--- src/rtl/tcm_axis_capture.sv ---
// AXI-Stream single-packet capture into an inferred TCM buffer, with synchronous random-access readback.
// Optional macro TCM_AXIS_CAPTURE_RD_PIPE_EN adds an output register on the readback path (latency 2).
//
// state      | meaning
// -----------+----------------------------------------------------------
// ST_IDLE    | not armed, TREADY low, status from last capture retained
// ST_CAPTURE | armed, TREADY high, every beat written to mem[wr_ptr]
// ST_DONE    | packet ended (TLAST or full without wrap), status held
module tcm_axis_capture #(
    parameter int C_S_AXIS_TDATA_WIDTH = 32,
    parameter int C_DEPTH              = 32,
    parameter int C_WRAP_MODE          = 0,
    localparam int ADDR_W              = $clog2(C_DEPTH)
) (
    input  logic                            S_AXIS_ACLK,
    input  logic                            S_AXIS_ARESETN,
    input  logic                            S_AXIS_TVALID,
    output logic                            S_AXIS_TREADY,
    input  logic [C_S_AXIS_TDATA_WIDTH-1:0] S_AXIS_TDATA,
    input  logic                            S_AXIS_TLAST,
    input  logic                            ctrl_arm,
    input  logic                            ctrl_abort,
    input  logic [ADDR_W-1:0]               rd_addr,
    output logic [C_S_AXIS_TDATA_WIDTH-1:0] rd_data,
    output logic                            stat_busy,
    output logic                            stat_done,
    output logic [ADDR_W:0]                 stat_len,
    output logic                            stat_overflow
);

    typedef enum logic [1:0] {
        ST_IDLE    = 2'd0,
        ST_CAPTURE = 2'd1,
        ST_DONE    = 2'd2
    } state_t;

    localparam logic [ADDR_W:0]   LEN_FULL  = (ADDR_W+1)'(C_DEPTH);
    localparam logic [ADDR_W-1:0] ADDR_LAST = ADDR_W'(C_DEPTH - 1);

    state_t                          state, state_nxt;
    logic [ADDR_W-1:0]               wr_ptr, wr_ptr_nxt;
    logic [ADDR_W:0]                 len, len_nxt;
    logic                            ovf, ovf_nxt;
    logic                            beat;
    logic [C_S_AXIS_TDATA_WIDTH-1:0] mem [C_DEPTH];
    logic [C_S_AXIS_TDATA_WIDTH-1:0] rd_q;

    // TREADY is a decode of the state flop, so it drops with reset without a clock edge.
    assign S_AXIS_TREADY = (state == ST_CAPTURE);
    assign beat          = S_AXIS_TVALID & S_AXIS_TREADY;
    assign stat_busy     = (state == ST_CAPTURE);
    assign stat_done     = (state == ST_DONE);
    assign stat_len      = len;
    assign stat_overflow = ovf;

    always_ff @(posedge S_AXIS_ACLK or negedge S_AXIS_ARESETN) begin
        if (!S_AXIS_ARESETN) begin
            state  <= ST_IDLE;
            wr_ptr <= '0;
            len    <= '0;
            ovf    <= 1'b0;
        end else begin
            state  <= state_nxt;
            wr_ptr <= wr_ptr_nxt;
            len    <= len_nxt;
            ovf    <= ovf_nxt;
        end
    end

    always_comb begin
        state_nxt  = state;
        wr_ptr_nxt = wr_ptr;
        len_nxt    = len;
        ovf_nxt    = ovf;
        case (state)
            ST_IDLE, ST_DONE: begin
                if (ctrl_arm && !ctrl_abort) begin
                    state_nxt  = ST_CAPTURE;
                    wr_ptr_nxt = '0;
                    len_nxt    = '0;
                    ovf_nxt    = 1'b0;
                end
            end
            ST_CAPTURE: begin
                if (beat) begin
                    // Power-of-two depth: the increment wraps to 0 on its own.
                    wr_ptr_nxt = wr_ptr + 1'b1;
                    if (len != LEN_FULL) begin
                        len_nxt = len + 1'b1;
                    end
                    if (S_AXIS_TLAST) begin
                        state_nxt = ST_DONE;
                    end else if (wr_ptr == ADDR_LAST) begin
                        ovf_nxt = 1'b1;
                        if (C_WRAP_MODE == 0) begin
                            state_nxt = ST_DONE;
                        end
                    end
                end
            end
            default: state_nxt = ST_IDLE;
        endcase
        // Abort overrides any transition, but the beat on this edge is still counted above.
        if (ctrl_abort) begin
            state_nxt = ST_IDLE;
        end
    end

    always_ff @(posedge S_AXIS_ACLK) begin
        if (beat) begin
            mem[wr_ptr] <= S_AXIS_TDATA;
        end
    end

    // Read-first: a same-edge write lands after the old word has been sampled.
    always_ff @(posedge S_AXIS_ACLK or negedge S_AXIS_ARESETN) begin
        if (!S_AXIS_ARESETN) begin
            rd_q <= '0;
        end else begin
            rd_q <= mem[rd_addr];
        end
    end

`ifdef TCM_AXIS_CAPTURE_RD_PIPE_EN
    logic [C_S_AXIS_TDATA_WIDTH-1:0] rd_pipe;

    always_ff @(posedge S_AXIS_ACLK or negedge S_AXIS_ARESETN) begin
        if (!S_AXIS_ARESETN) begin
            rd_pipe <= '0;
        end else begin
            rd_pipe <= rd_q;
        end
    end

    assign rd_data = rd_pipe;
`else
    assign rd_data = rd_q;
`endif

endmodule
--- config.mk ---
export PLATFORM = sky130hd
export DESIGN_NAME = tcm_axis_capture
export DESIGN_NICKNAME = d
export VERILOG_FILES = /design/src/rtl/tcm_axis_capture.sv
export SDC_FILE = /design/constraint.sdc
export NUM_CORES = 1
export LEC_CHECK = 0
export ABC_CLOCK_PERIOD_IN_PS = 5000
export BUFFER_PORTS_ARGS = -buffer_cell sky130_fd_sc_hd__buf_4
export CAP_MARGIN = 30
export CORE_UTILIZATION = 51
export DETAILED_ROUTE_END_ITERATION = 8
export GPL_ROUTABILITY_DRIVEN = 0
export GPL_TIMING_DRIVEN = 0
export MAX_ROUTING_LAYER = met4
export PLACE_DENSITY_LB_ADDON = 0.3
export SYNTH_ARGS = -nofsm -noshare
export SYNTH_HDL_FRONTEND = slang
export SYNTH_SLANG_ARGS = --single-unit
--- constraint.sdc ---
create_clock -name S_AXIS_ACLK -period 5 [get_ports S_AXIS_ACLK]
set_input_delay 0.75 -clock S_AXIS_ACLK [delete_from_list [all_inputs] [get_ports S_AXIS_ACLK]]
set_output_delay 0.75 -clock S_AXIS_ACLK [all_outputs]
set_load 0.01 [all_outputs]
Yosys cells after proc, flatten, opt, wreduce, memory -nomap -nowiden
Memory sizes are Yosys's and may differ from the RTL's. A register that Yosys moved wholly into a read port is not among the register bits.
Cells that the tools add are included.

word-level totals
  ROM bits = 0
  bits in writable memories = 1024
  input port bits = 43
  output and inout bits = 42
  memories = 1
  register bits = 14
  word-level logic and storage cells = 50
  latch bits = 0

cells by class
  add/sub/neg operators = 2
  shift-type cells = 0
  reductions and logical operators = 10
  div/mod/pow operators = 0
  eq/ne operators = 12
  bitwise logic cells = 1
  $lt $le $gt $ge = 0
  $mul = 0
  muxes and demuxes = 20

memory list
  name  words  bits a word  read ports  clocked after memory_dff  write ports  RTL line  text
  mem   32     32           1           1                         1            45        logic [C_S_AXIS_TDATA_WIDTH-1:0] mem [C_DEPTH];

operator list
  operator                                             number
  2-to-1 mux 6 bit                                     3
  one-hot mux 6 bit (2 select lines)                   1
  2-to-1 mux 2 bit                                     5
  2-to-1 mux 5 bit                                     2
  one-hot mux 5 bit (2 select lines)                   1
  adder 6 x 1 -> 6 bit, second input constant          1
  2-to-1 mux 1 bit                                     6
  != test 2 x 1 -> 1 bit, second input constant        3
  != test 6 bit, second input constant                 1
  AND reduction 3 bit                                  2
  adder 5 x 1 -> 5 bit, second input constant          1
  equality test 5 bit, second input constant           1
  AND reduction 5 bit                                  1
  != test 2 bit, second input constant                 2
  != test 4 x 1 -> 1 bit, second input constant        1
  one-hot mux 2 bit (2 select lines)                   1
  AND reduction 4 bit                                  1
  != test 3 x 1 -> 1 bit, second input constant        1
  != test 3 bit, second input constant                 1
  equality test 2 x 1 -> 1 bit, second input constant  1
  equality test 2 bit, second input constant           1
  logical NOT 1 bit                                    2
  logical NOT 2 bit                                    1
  one-hot mux 1 bit (2 select lines)                   1
  other kinds (4)                                      4

Logic depth before layout (Yosys ltp)
Gate-level depths: netlist (run 1).

  depth in word-level cells = 6
  mapped depth = 8
  mapped depth without buffers = 6

Worst setup path before layout (run 1)
Ideal clock, no wire load.

  kind = input port to flip-flop
  start = input S_AXIS_TVALID
  end = memory mem[30][0] (enable)
  setup time = 421 ps
  data arrival time = 2820 ps
  buffers on the path = 2
  data required time = 4579 ps
  cell stages on the path = 5
  path slack = 1759 ps
  cells stage by stage = and3b_1 -> clkbuf_1 -> buf_2 -> nand2_1 -> nor2_1

between the ends
  cells in the longest elaborated chain, start to end = 3

ends and longest elaborated chain
  item                                    RTL line  text
  from (decl)                             17        input logic S_AXIS_TVALID,
  AND 1 bit                               50        assign beat = S_AXIS_TVALID & S_AXIS_TREADY;
  2-to-1 mux 1 bit                        110       if (beat) begin
  2-to-1 mux 1 bit (not written as such)  111       mem[wr_ptr] <= S_AXIS_TDATA;
  to (decl)                               45

Every way passes these cells.

Worst setup path in the final report (run 1)
  start = register state[1]
  end = memory mem[24][24] (enable)

between the ends
  cells in the longest elaborated chain, start to end = 4

ends and longest elaborated chain
  item                                    RTL line  text
  from (decl)                             40        state_t state, state_nxt;
  from (signal assigned)                  63        state <= state_nxt;
  equality test 2 x 1 -> 1 bit            49        assign S_AXIS_TREADY = (state == ST_CAPTURE);
  AND 1 bit                               50
  2-to-1 mux 1 bit                        110
  2-to-1 mux 1 bit (not written as such)  111

Every way passes these cells.

==> reports/qor_table.md, run 1 <==
| Parameter | This run |
|:---|:---|
| Internal power | 14900 uW |
| Worst slew margin relative to its limit | 30.4% |
| DRC | 0 |
| Static power due to leakage | 0.0169 uW |
| Worst Max-Slew Pin Slew | 1.04 ns |
| Highest achievable clock rate | 325 MHz |
| Final total negative setup slack | 0 ns |
| Number of nets produced by synthesis | 2386 |
| Residual antenna-violating net count after detailed routing | 0 |
| Clock Power Share | 41.9% |
| Total standard cell area after synthesis | 41400 um2 |
| Number of setup buffers added after CTS | 0 |
| Top flip-flop cell by instance count after synthesis | sky130_fd_sc_hd__edfxtp_1 |
| Post-route non-filler standard cell count | 3715 |
| Critical Path End Type | register |
| Clock period minus worst slack | 3.07 ns |
| Synth unique cells | 38 |
| Reg clk slew, reported paths | 0.06 ns |
| Post-synthesis register bit count | 1070 |
| GRT Resource Usage Total | 24.8% |
| Sequential cell fraction of total power | 52.5% |
| Setup WS pre-CTS | 1.49 ns |
| CP Max Fanout | 17 |
| First-pass GRT wire length | 143000 um |
| Number of vias per cell | 5.92 |
| Max Cap Viol | 0 |
| Number of global-route vias before repair | 22000 |
| Number of cells after detailed placement | 3511 |
| Cells along the critical path | and3b_1 -> clkbuf_1 -> buf_2 -> nand2_1 -> nor2_4 -> buf_16 |
| Area growth from synthesis to final layout | 15.5% |
| Area of the die | 82400 um2 |
| Worst min-delay path class | input port to asynchronous set/reset pin |
| Dpl hpwl | 63700 um |
| Number of buffers added to fix hold violations after cts | 0 |
| Critical path type | register to register |
| Gate count of the mapped netlist | 2336 |
| Yosys warning total | 0 |
| Final global-route overflow total | 0 |
| Height of the die | 287 um |
| EDFF count, synth | 1024 |
| Clk_lat worst skew | 0.67 ns |
| Core Util, Final | 59.5% |
| Routed vias | 22000 |
| Clock tree from TritonCTS | done |
| Number of buffers inserted during clock tree synthesis | 105 |
| Unrepaired setup endpoints after global routing | false |
| Drt total wl | 98700 um |
| Crit-path slowest cell | sky130_fd_sc_hd__nor2_4 |
| Switching power total | 4050 uW |
| Pin count of the biggest net entering global routing | 47 |
| H-Tree Depth | 3 |
| Number of clock sinks | 1070 |
| Final Cycle Share | 61.5% |
| Required time at the worst-slack endpoint | 5.36 ns |
| Boundary pin count | 85 |
| Core Region | 80400 um2 |
| Number of violations reported at the end of detailed-routing iteration 0 | 2214 |
| Worst setup skew after layout | 0.0242 ns |
| Proportion of layout cells with a drive suffix above 1 | 15.1% |
| Final count of negative-setup-slack endpoints | 0 |
| Type of element launching the critical path | register |
| Ratio of total power to cell area | 395 nW/um2 |
| Critical path's largest stage delay | 0.80 ns |
| Result of the run | finished clean |
| Portion of total power attributed to combinational logic | 5.6% |
| # nets final | 2609 |
| Post-synthesis sequential area ratio | 77.0% |
| Worst IR Drop VDD | 0.000300 V |
| Die width | 287 um |
| Number of pins with negative max-slew slack in the final report | 0 |
| Clk root buf | sky130_fd_sc_hd__clkbuf_16 |
| Number of hold violations in the final report | 0 |
| Switching portion of total power | 21.4% |
| PnR Total Power | 18900 uW |
| Critical path buffers and inverters | 3 |
| Initial Utilization | 51.5% |
| Buffers from clock root to sink, at most | 3 |
| Final worst-path setup slack | 1.93 ns |
| Number of gates resized after cts | 0 |
| Average cell area after synthesis | 17.7 um2 |
| Count of buffers from port buffering | 83 |
| Routed wirelength normalized by instance count | 26.6 um |
| Std-Cell Rows | 104 |
| Iteration count of the initial detailed-routing pass | 5 |
| Number of antenna violations at the first check in global routing | 4 |
| Async set-or-reset flop fraction in the synthesized netlist | 4.30% |
| Signal arrival time at the worst endpoint | 3.43 ns |
| Kind of cell adding the most delay to the critical path | simple AND/OR/NAND/NOR gates |
## through the flow
| stage | cell area (um2) | hold WS (ns) |
|---|---|---|
| floorplan | 41400 | 0.454 |
| finish | 47900 | 0.191 |
| CTS | 47800 | 0.206 |
| detailed placement | 44300 | 0.510 |
| global route | 47900 | 0.248 |
| global placement | 43400 | 0.480 |
## kinds of logic (layout without fill, tap and decap cells)
kind of cell | Yosys count | after routing | share of synthesized area, %
flip-flops | 1070 | 1070 | 77.0
multiplexers | 513 | 513 | 12.4
AND/OR/NAND/NOR | 307 | 307 | 3.37
AO/OA/AOI/OAI | 295 | 295 | 4.86
buffers and inverters | 138 | 453 | 2.03
adder cells (fa/ha/maj) | 7 | 7 | 0.211
XOR/XNOR | 6 | 6 | 0.127
other | 0 | 4 | 0
## state kept, by name, summed over array words and instances (netlist names)
signal	cells
mem	1024
rd_data	32
stat_len	6
wr_ptr	5
state	2
stat_overflow	1
## cell usage after synthesis (all sizes together) (6+ instances only)
library cell / number / area, um2
dfrtp: 46 / 1150
nand3: 98 / 490
edfxtp: 1024 / 30700
a22o: 65 / 569
nor2: 44 / 165
mux2i: 512 / 5120
buf: 93 / 663
clkbuf: 39 / 154
a22oi: 97 / 728
ha: 7 / 87.6
nand2: 107 / 402
a21oi: 96 / 480
a31oi: 33 / 206
inv: 6 / 22.5
nor3: 33 / 165
## path summary, 6_finish.rpt
| path | slack [ns] | from | cells past startpoint | end |
|---|---|---|---|---|
| worst max-delay path | 1.93 | state[1]$_DFFE_PN0P_ | 6 | mem[24][24]$_DFFE_PP_ |
| worst min-delay path | 0.19 | S_AXIS_ARESETN | 1 | stat_len[4]$_DFFE_PN0P_ |
| worst max register to register | 1.93 | state[1]$_DFFE_PN0P_ | 6 | mem[24][24]$_DFFE_PP_ |
| worst min register to register | 0.55 | stat_overflow$_DFFE_PN0P_ | 2 | stat_overflow$_DFFE_PN0P_ |
| max in group asynchronous | 4.26 | S_AXIS_ARESETN | 1 | rd_data[13]$_DFF_PN0_ |
| min in group S_AXIS_ACLK | 0.26 | ctrl_abort | 2 | state[1]$_DFFE_PN0P_ |
## routing by layer
metal	share of wire, %	vias up	GRT usage, %
li1	-	9694	-
met1	40	11300	32.7
met2	50	886	39.8
met3	8.3	135	4.19
met4	2.1	0	7.31
met5	0	-	-
## power groups by stage
| stage | sequential [uW] | combinational, uW | clock, uW |
|---|---|---|---|
| finish | 9930 | 1060 | 7920 |
| global route | 9940 | 1120 | 8380 |
| CTS | 9930 | 1050 | 8010 |
| detailed placement | 10100 | 1050 | 0 |
| global placement | 10100 | 1000 | 0 |
| floorplan | 10100 | 523 | 0 |
## layout make-up
type                    count  area (um2)
flip-flops and latches   1070       31900
diodes                      4        10.0
clock buffers             139        2900
plain buffers             132         817
clock inverters            60         614
multi-input cells        1128        8920
well taps                1060        1330
fillers                  5768       32600
inverters                   6        22.5
repair buffers            116        1350
## placed cells by master (no fill, tap or decap), types with 5 or more instances in the layout
master / n
sky130_fd_sc_hd__clkinvlp_4: 6
sky130_fd_sc_hd__ha_1: 7
sky130_fd_sc_hd__a21oi_1: 96
sky130_fd_sc_hd__xor2_1: 5
sky130_fd_sc_hd__nor2_1: 12
sky130_fd_sc_hd__a31oi_1: 33
sky130_fd_sc_hd__clkbuf_8: 10
sky130_fd_sc_hd__buf_16: 9
sky130_fd_sc_hd__buf_6: 23
sky130_fd_sc_hd__mux2i_1: 512
sky130_fd_sc_hd__nor2_4: 32
sky130_fd_sc_hd__clkinv_2: 19
sky130_fd_sc_hd__a22oi_1: 97
sky130_fd_sc_hd__clkinv_1: 15
sky130_fd_sc_hd__buf_4: 109
sky130_fd_sc_hd__clkbuf_1: 59
sky130_fd_sc_hd__nand2_1: 107
sky130_fd_sc_hd__bufinv_16: 10
sky130_fd_sc_hd__buf_2: 35
sky130_fd_sc_hd__edfxtp_1: 1024
sky130_fd_sc_hd__buf_1: 9
sky130_fd_sc_hd__clkbuf_16: 107
sky130_fd_sc_hd__a22o_1: 65
sky130_fd_sc_hd__inv_1: 6
sky130_fd_sc_hd__buf_12: 24
sky130_fd_sc_hd__dfrtp_1: 46
sky130_fd_sc_hd__nor3_1: 33
sky130_fd_sc_hd__nand3_1: 98
Note: power is estimated with default switching activity, not from simulation.
==> run 2: changes to the inputs <==
--- a/config.mk
+++ b/config.mk
@@ -5,7 +5,7 @@
 export SDC_FILE = /design/constraint.sdc
 export NUM_CORES = 1
 export LEC_CHECK = 0
-export ABC_CLOCK_PERIOD_IN_PS = 5000
+export ABC_CLOCK_PERIOD_IN_PS = 2760
 export BUFFER_PORTS_ARGS = -buffer_cell sky130_fd_sc_hd__buf_4
 export CAP_MARGIN = 30
 export CORE_UTILIZATION = 51
==> constraint.sdc (replaced) <==
create_clock -name S_AXIS_ACLK -period 2.76 [get_ports S_AXIS_ACLK]
set_input_delay 0.414 -clock S_AXIS_ACLK [delete_from_list [all_inputs] [get_ports S_AXIS_ACLK]]
set_output_delay 0.414 -clock S_AXIS_ACLK [all_outputs]
set_load 0.01 [all_outputs]
==> run 2 against run 1 <==
Effect of this change: worst hold slack got worse by 0.11 ns; non-clock buffer count increased by 34; wire length increased by 1.0%; global-route usage increased by 0.17 points; critical path type unchanged; first-iteration DRC count increased by 0.36%; combinational power increased by 81%; core utilization increased by 0.49 points; power increased by 81%; clock-buffer cell count unchanged; final area increased by 0.83%.
==> reports/qor_table.md, run 2 (synthesized netlist as in run 1, its figures left out) <==
| Parameter | This run | Change |
|:---|:---|:---|
| Result of the run | finished clean |  |
| Clk_lat worst skew | 0.66 ns | about the same |
| Worst Max-Slew Pin Slew | 0.836 ns | -0.205 ns |
| Leading cell type in the layout, fill and taps excluded | sky130_fd_sc_hd__edfxtp_1 |  |
| Reg clk slew, reported paths | 0.06 ns | about the same |
| Number of buffers inserted during clock tree synthesis | 105 | unchanged |
| Area of the die | 82400 um2 | unchanged |
| Number of clock sinks | 1070 | unchanged |
| Tightest hold margin | 0.0790 ns | -0.112 ns |
| Final worst-path setup slack | 0.116 ns | -1.81 ns |
| Signal arrival time at the worst endpoint | 2.98 ns | -0.45 ns |
| DRC | 0 | unchanged |
| Static power due to leakage | 0.0171 uW | +1.2% |
| Clock Power Share | 41.9% | about the same |
| GRT Resource Usage Total | 25.0% | +0.17 points |
| Required time at the worst-slack endpoint | 3.10 ns | -2.26 ns |
| Highest achievable clock rate | 378 MHz | +16% |
| Routed wirelength normalized by instance count | 26.6 um | about the same |
| Critical path type | register to register |  |
| Post-route design area | 48300 um2 | +0.83% |
| Final Cycle Share | 95.8% | +34 points |
| Type of element launching the critical path | register |  |
| Height of the die | 287 um | unchanged |
| Critical Path End Type | register |  |
| Most used cells in the layout excluding fill and tap cells | sky130_fd_sc_hd__edfxtp_1 (1024), sky130_fd_sc_hd__mux2i_1 (512), sky130_fd_sc_hd__buf_4 (131) |  |
| Number of hold violations in the final report | 0 | unchanged |
| First-pass GRT wire length | 144000 um | +0.55% |
| Total cell area at the placement stage | 44300 um2 | unchanged |
| Dpl hpwl | 63700 um | unchanged |
| Final global-route overflow total | 0 | unchanged |
| Clock period minus worst slack | 2.64 ns | -0.429 ns |
| Buffers from clock root to sink, at most | 3 | unchanged |
| Max Cap Viol | 0 | unchanged |
| Setup WS pre-CTS | -0.417 ns | -1.90 ns |
| # nets final | 2643 | +1.3% |
| Routed vias | 22200 | +0.84% |
| Clk root buf | sky130_fd_sc_hd__clkbuf_16 |  |
| Std-Cell Rows | 104 | unchanged |
| H-Tree Depth | 3 | unchanged |
| Pin count of the biggest net entering global routing | 47 | unchanged |
| Area growth from synthesis to final layout | 16.5% |  |
| Internal power | 26900 uW | +81% |
| Max FFs per register | 1024 | unchanged |
| Core Region | 80400 um2 | unchanged |
| Cells along the critical path | and3b_1 -> clkbuf_1 -> buf_2 -> nand2_2 -> nor2_4 -> buf_12 |  |
| R2R depth | 6 | unchanged |
| Largest register by flop count | mem |  |
| Critical path's largest stage delay | 0.47 ns | -0.33 ns |
| Sequential cell fraction of total power | 52.5% | about the same |
| Residual antenna-violating net count after detailed routing | 0 | unchanged |
| Endpoint of the lowest-slack register-to-register path | mem[22][2]$_DFFE_PP_ |  |
| Register-to-register setup slack | 0.12 ns | -1.81 ns |
| Number of antenna violations at the first check in global routing | 5 | +1 |
| Crit. Startpoint | state[1]$_DFFE_PN0P_ |  |
| Number of cells after detailed placement | 3511 | unchanged |
| Cell count of the worst hold path | 4 |  |
| Number of global-route vias before repair | 22200 | +0.88% |
| Number of pins with negative max-slew slack in the final report | 0 | unchanged |
| Ratio of total power to cell area | 710 nW/um2 | +80% |
| Unrepaired setup endpoints after global routing | false |  |
| Die width | 287 um | unchanged |
| Critical register-to-register path startpoint | state[1]$_DFFE_PN0P_ |  |
| Drt total wl | 99700 um | +1.0% |
| Post-route non-filler standard cell count | 3752 | +1.0% |
| Clock tree from TritonCTS | done |  |
| Proportion of layout cells with a drive suffix above 1 | 16.3% | +1.1 points |
| Kind of cell adding the most delay to the critical path | simple AND/OR/NAND/NOR gates |  |
| Worst min-delay path class | input port to register |  |
| Initial Utilization | 51.5% | unchanged |
| Portion of total power attributed to combinational logic | 5.6% | about the same |
| Count of buffers from port buffering | 83 | unchanged |
| Switching portion of total power | 21.4% | +0.032 points |
| Worst setup skew after layout | 0.0221 ns | -0.00219 ns |
| Worst slew margin relative to its limit | 44.2% | +14 points |
| PnR Total Power | 34300 uW | +81% |
| CP Max Fanout | 25 | +8 |
| Worst min-delay path startpoint | S_AXIS_TLAST |  |
| WHS Endpoint | stat_overflow$_DFFE_PN0P_ |  |
| Boundary pin count | 85 | unchanged |
| Crit-path slowest cell | sky130_fd_sc_hd__nor2_4 |  |
| Iteration count of the initial detailed-routing pass | 5 | unchanged |
| Number of vias per cell | 5.91 | -0.15% |
| Number of violations reported at the end of detailed-routing iteration 0 | 2222 | +0.36% |
| Worst IR Drop VDD | 0.000541 V | +80% |
| Final count of negative-setup-slack endpoints | 0 | unchanged |
| Switching power total | 7350 uW | +82% |
| Critical path buffers and inverters | 3 | unchanged |
==> run 2: cell count changes in the layout (fill, tap and decap cells not counted), sizes merged <==
cell / previous run / this run
buf: 209 / 241
diode: 4 / 7
dlygate4sd3: 0 / 2
==> run 2: through the flow <==
stage | util (%) | TNS [ns]
2_1_floorplan | - | -111.64
3_3_place_gp | 53.9 | -1818.53
3_5_place_dp | 55.1 | -162.95
4_1_cts | 60.0 | 0
5_1_grt | 60.0 | 0
6_report | 60.0 | 0
==> run 2: per-layer routing <==
metal / global-route usage (%) / part of all wire [%]
met5: - / 0
met4: 7.49 / 2.2
met3: 4.50 / 8.4
met2: 40.1 / 49
met1: 32.7 / 40
==> run 2: how the worst max path moves through the flow <==
stage                            endpoint  slack (ns)  depth (start not counted)
floorplan            mem[30][0]$_DFFE_PP_       -0.15                          5
global route         mem[13][3]$_DFFE_PP_       0.004                          6
CTS                 mem[11][10]$_DFFE_PP_       0.008                          5
global placement      mem[4][1]$_DFFE_PP_       -2.02                          6
finish               mem[22][2]$_DFFE_PP_        0.12                          6
detailed placement  mem[10][29]$_DFFE_PP_       -0.42                          7
==> run 2: power by group through the flow <==
| stage | logic [uW] | clock network (uW) | registers, uW |
|---|---|---|---|
| 6_report | 1920 | 14400 | 18000 |
| 5_1_grt | 2040 | 15200 | 18000 |
| 4_1_cts | 1920 | 14500 | 18000 |
| 3_5_place_dp | 1900 | 0 | 18300 |
| 3_3_place_gp | 1810 | 0 | 18300 |
| 2_1_floorplan | 947 | 0 | 18400 |
==> run 2: layout make-up <==
type	count	area, um2
sequential	1070	31900
tap	1060	1330
antenna	7	17.5
buffer	132	817
clock inverter	60	614
clock buffer	139	2900
inverter	6	22.5
multi-input combinational	1128	8930
timing repair buffer	150	1730
fill	5720	32200
==> run 2: tightest hold or removal path, stage by stage <==
cell and delay [ns]:
sky130_fd_sc_hd__buf_4 0.09, sky130_fd_sc_hd__inv_1 0.03, sky130_fd_sc_hd__a31oi_1 0.11, sky130_fd_sc_hd__nor2_1 0.05
==> run 2: what timing repair did <==
action	CTS	global route
gates cloned	0	0
hold endpoints to repair	47	0
gates resized for setup	3	1
endpoints found under the setup margin	709	91
hold buffers	2	0
buffers inserted	32	1
pin swaps	21	1
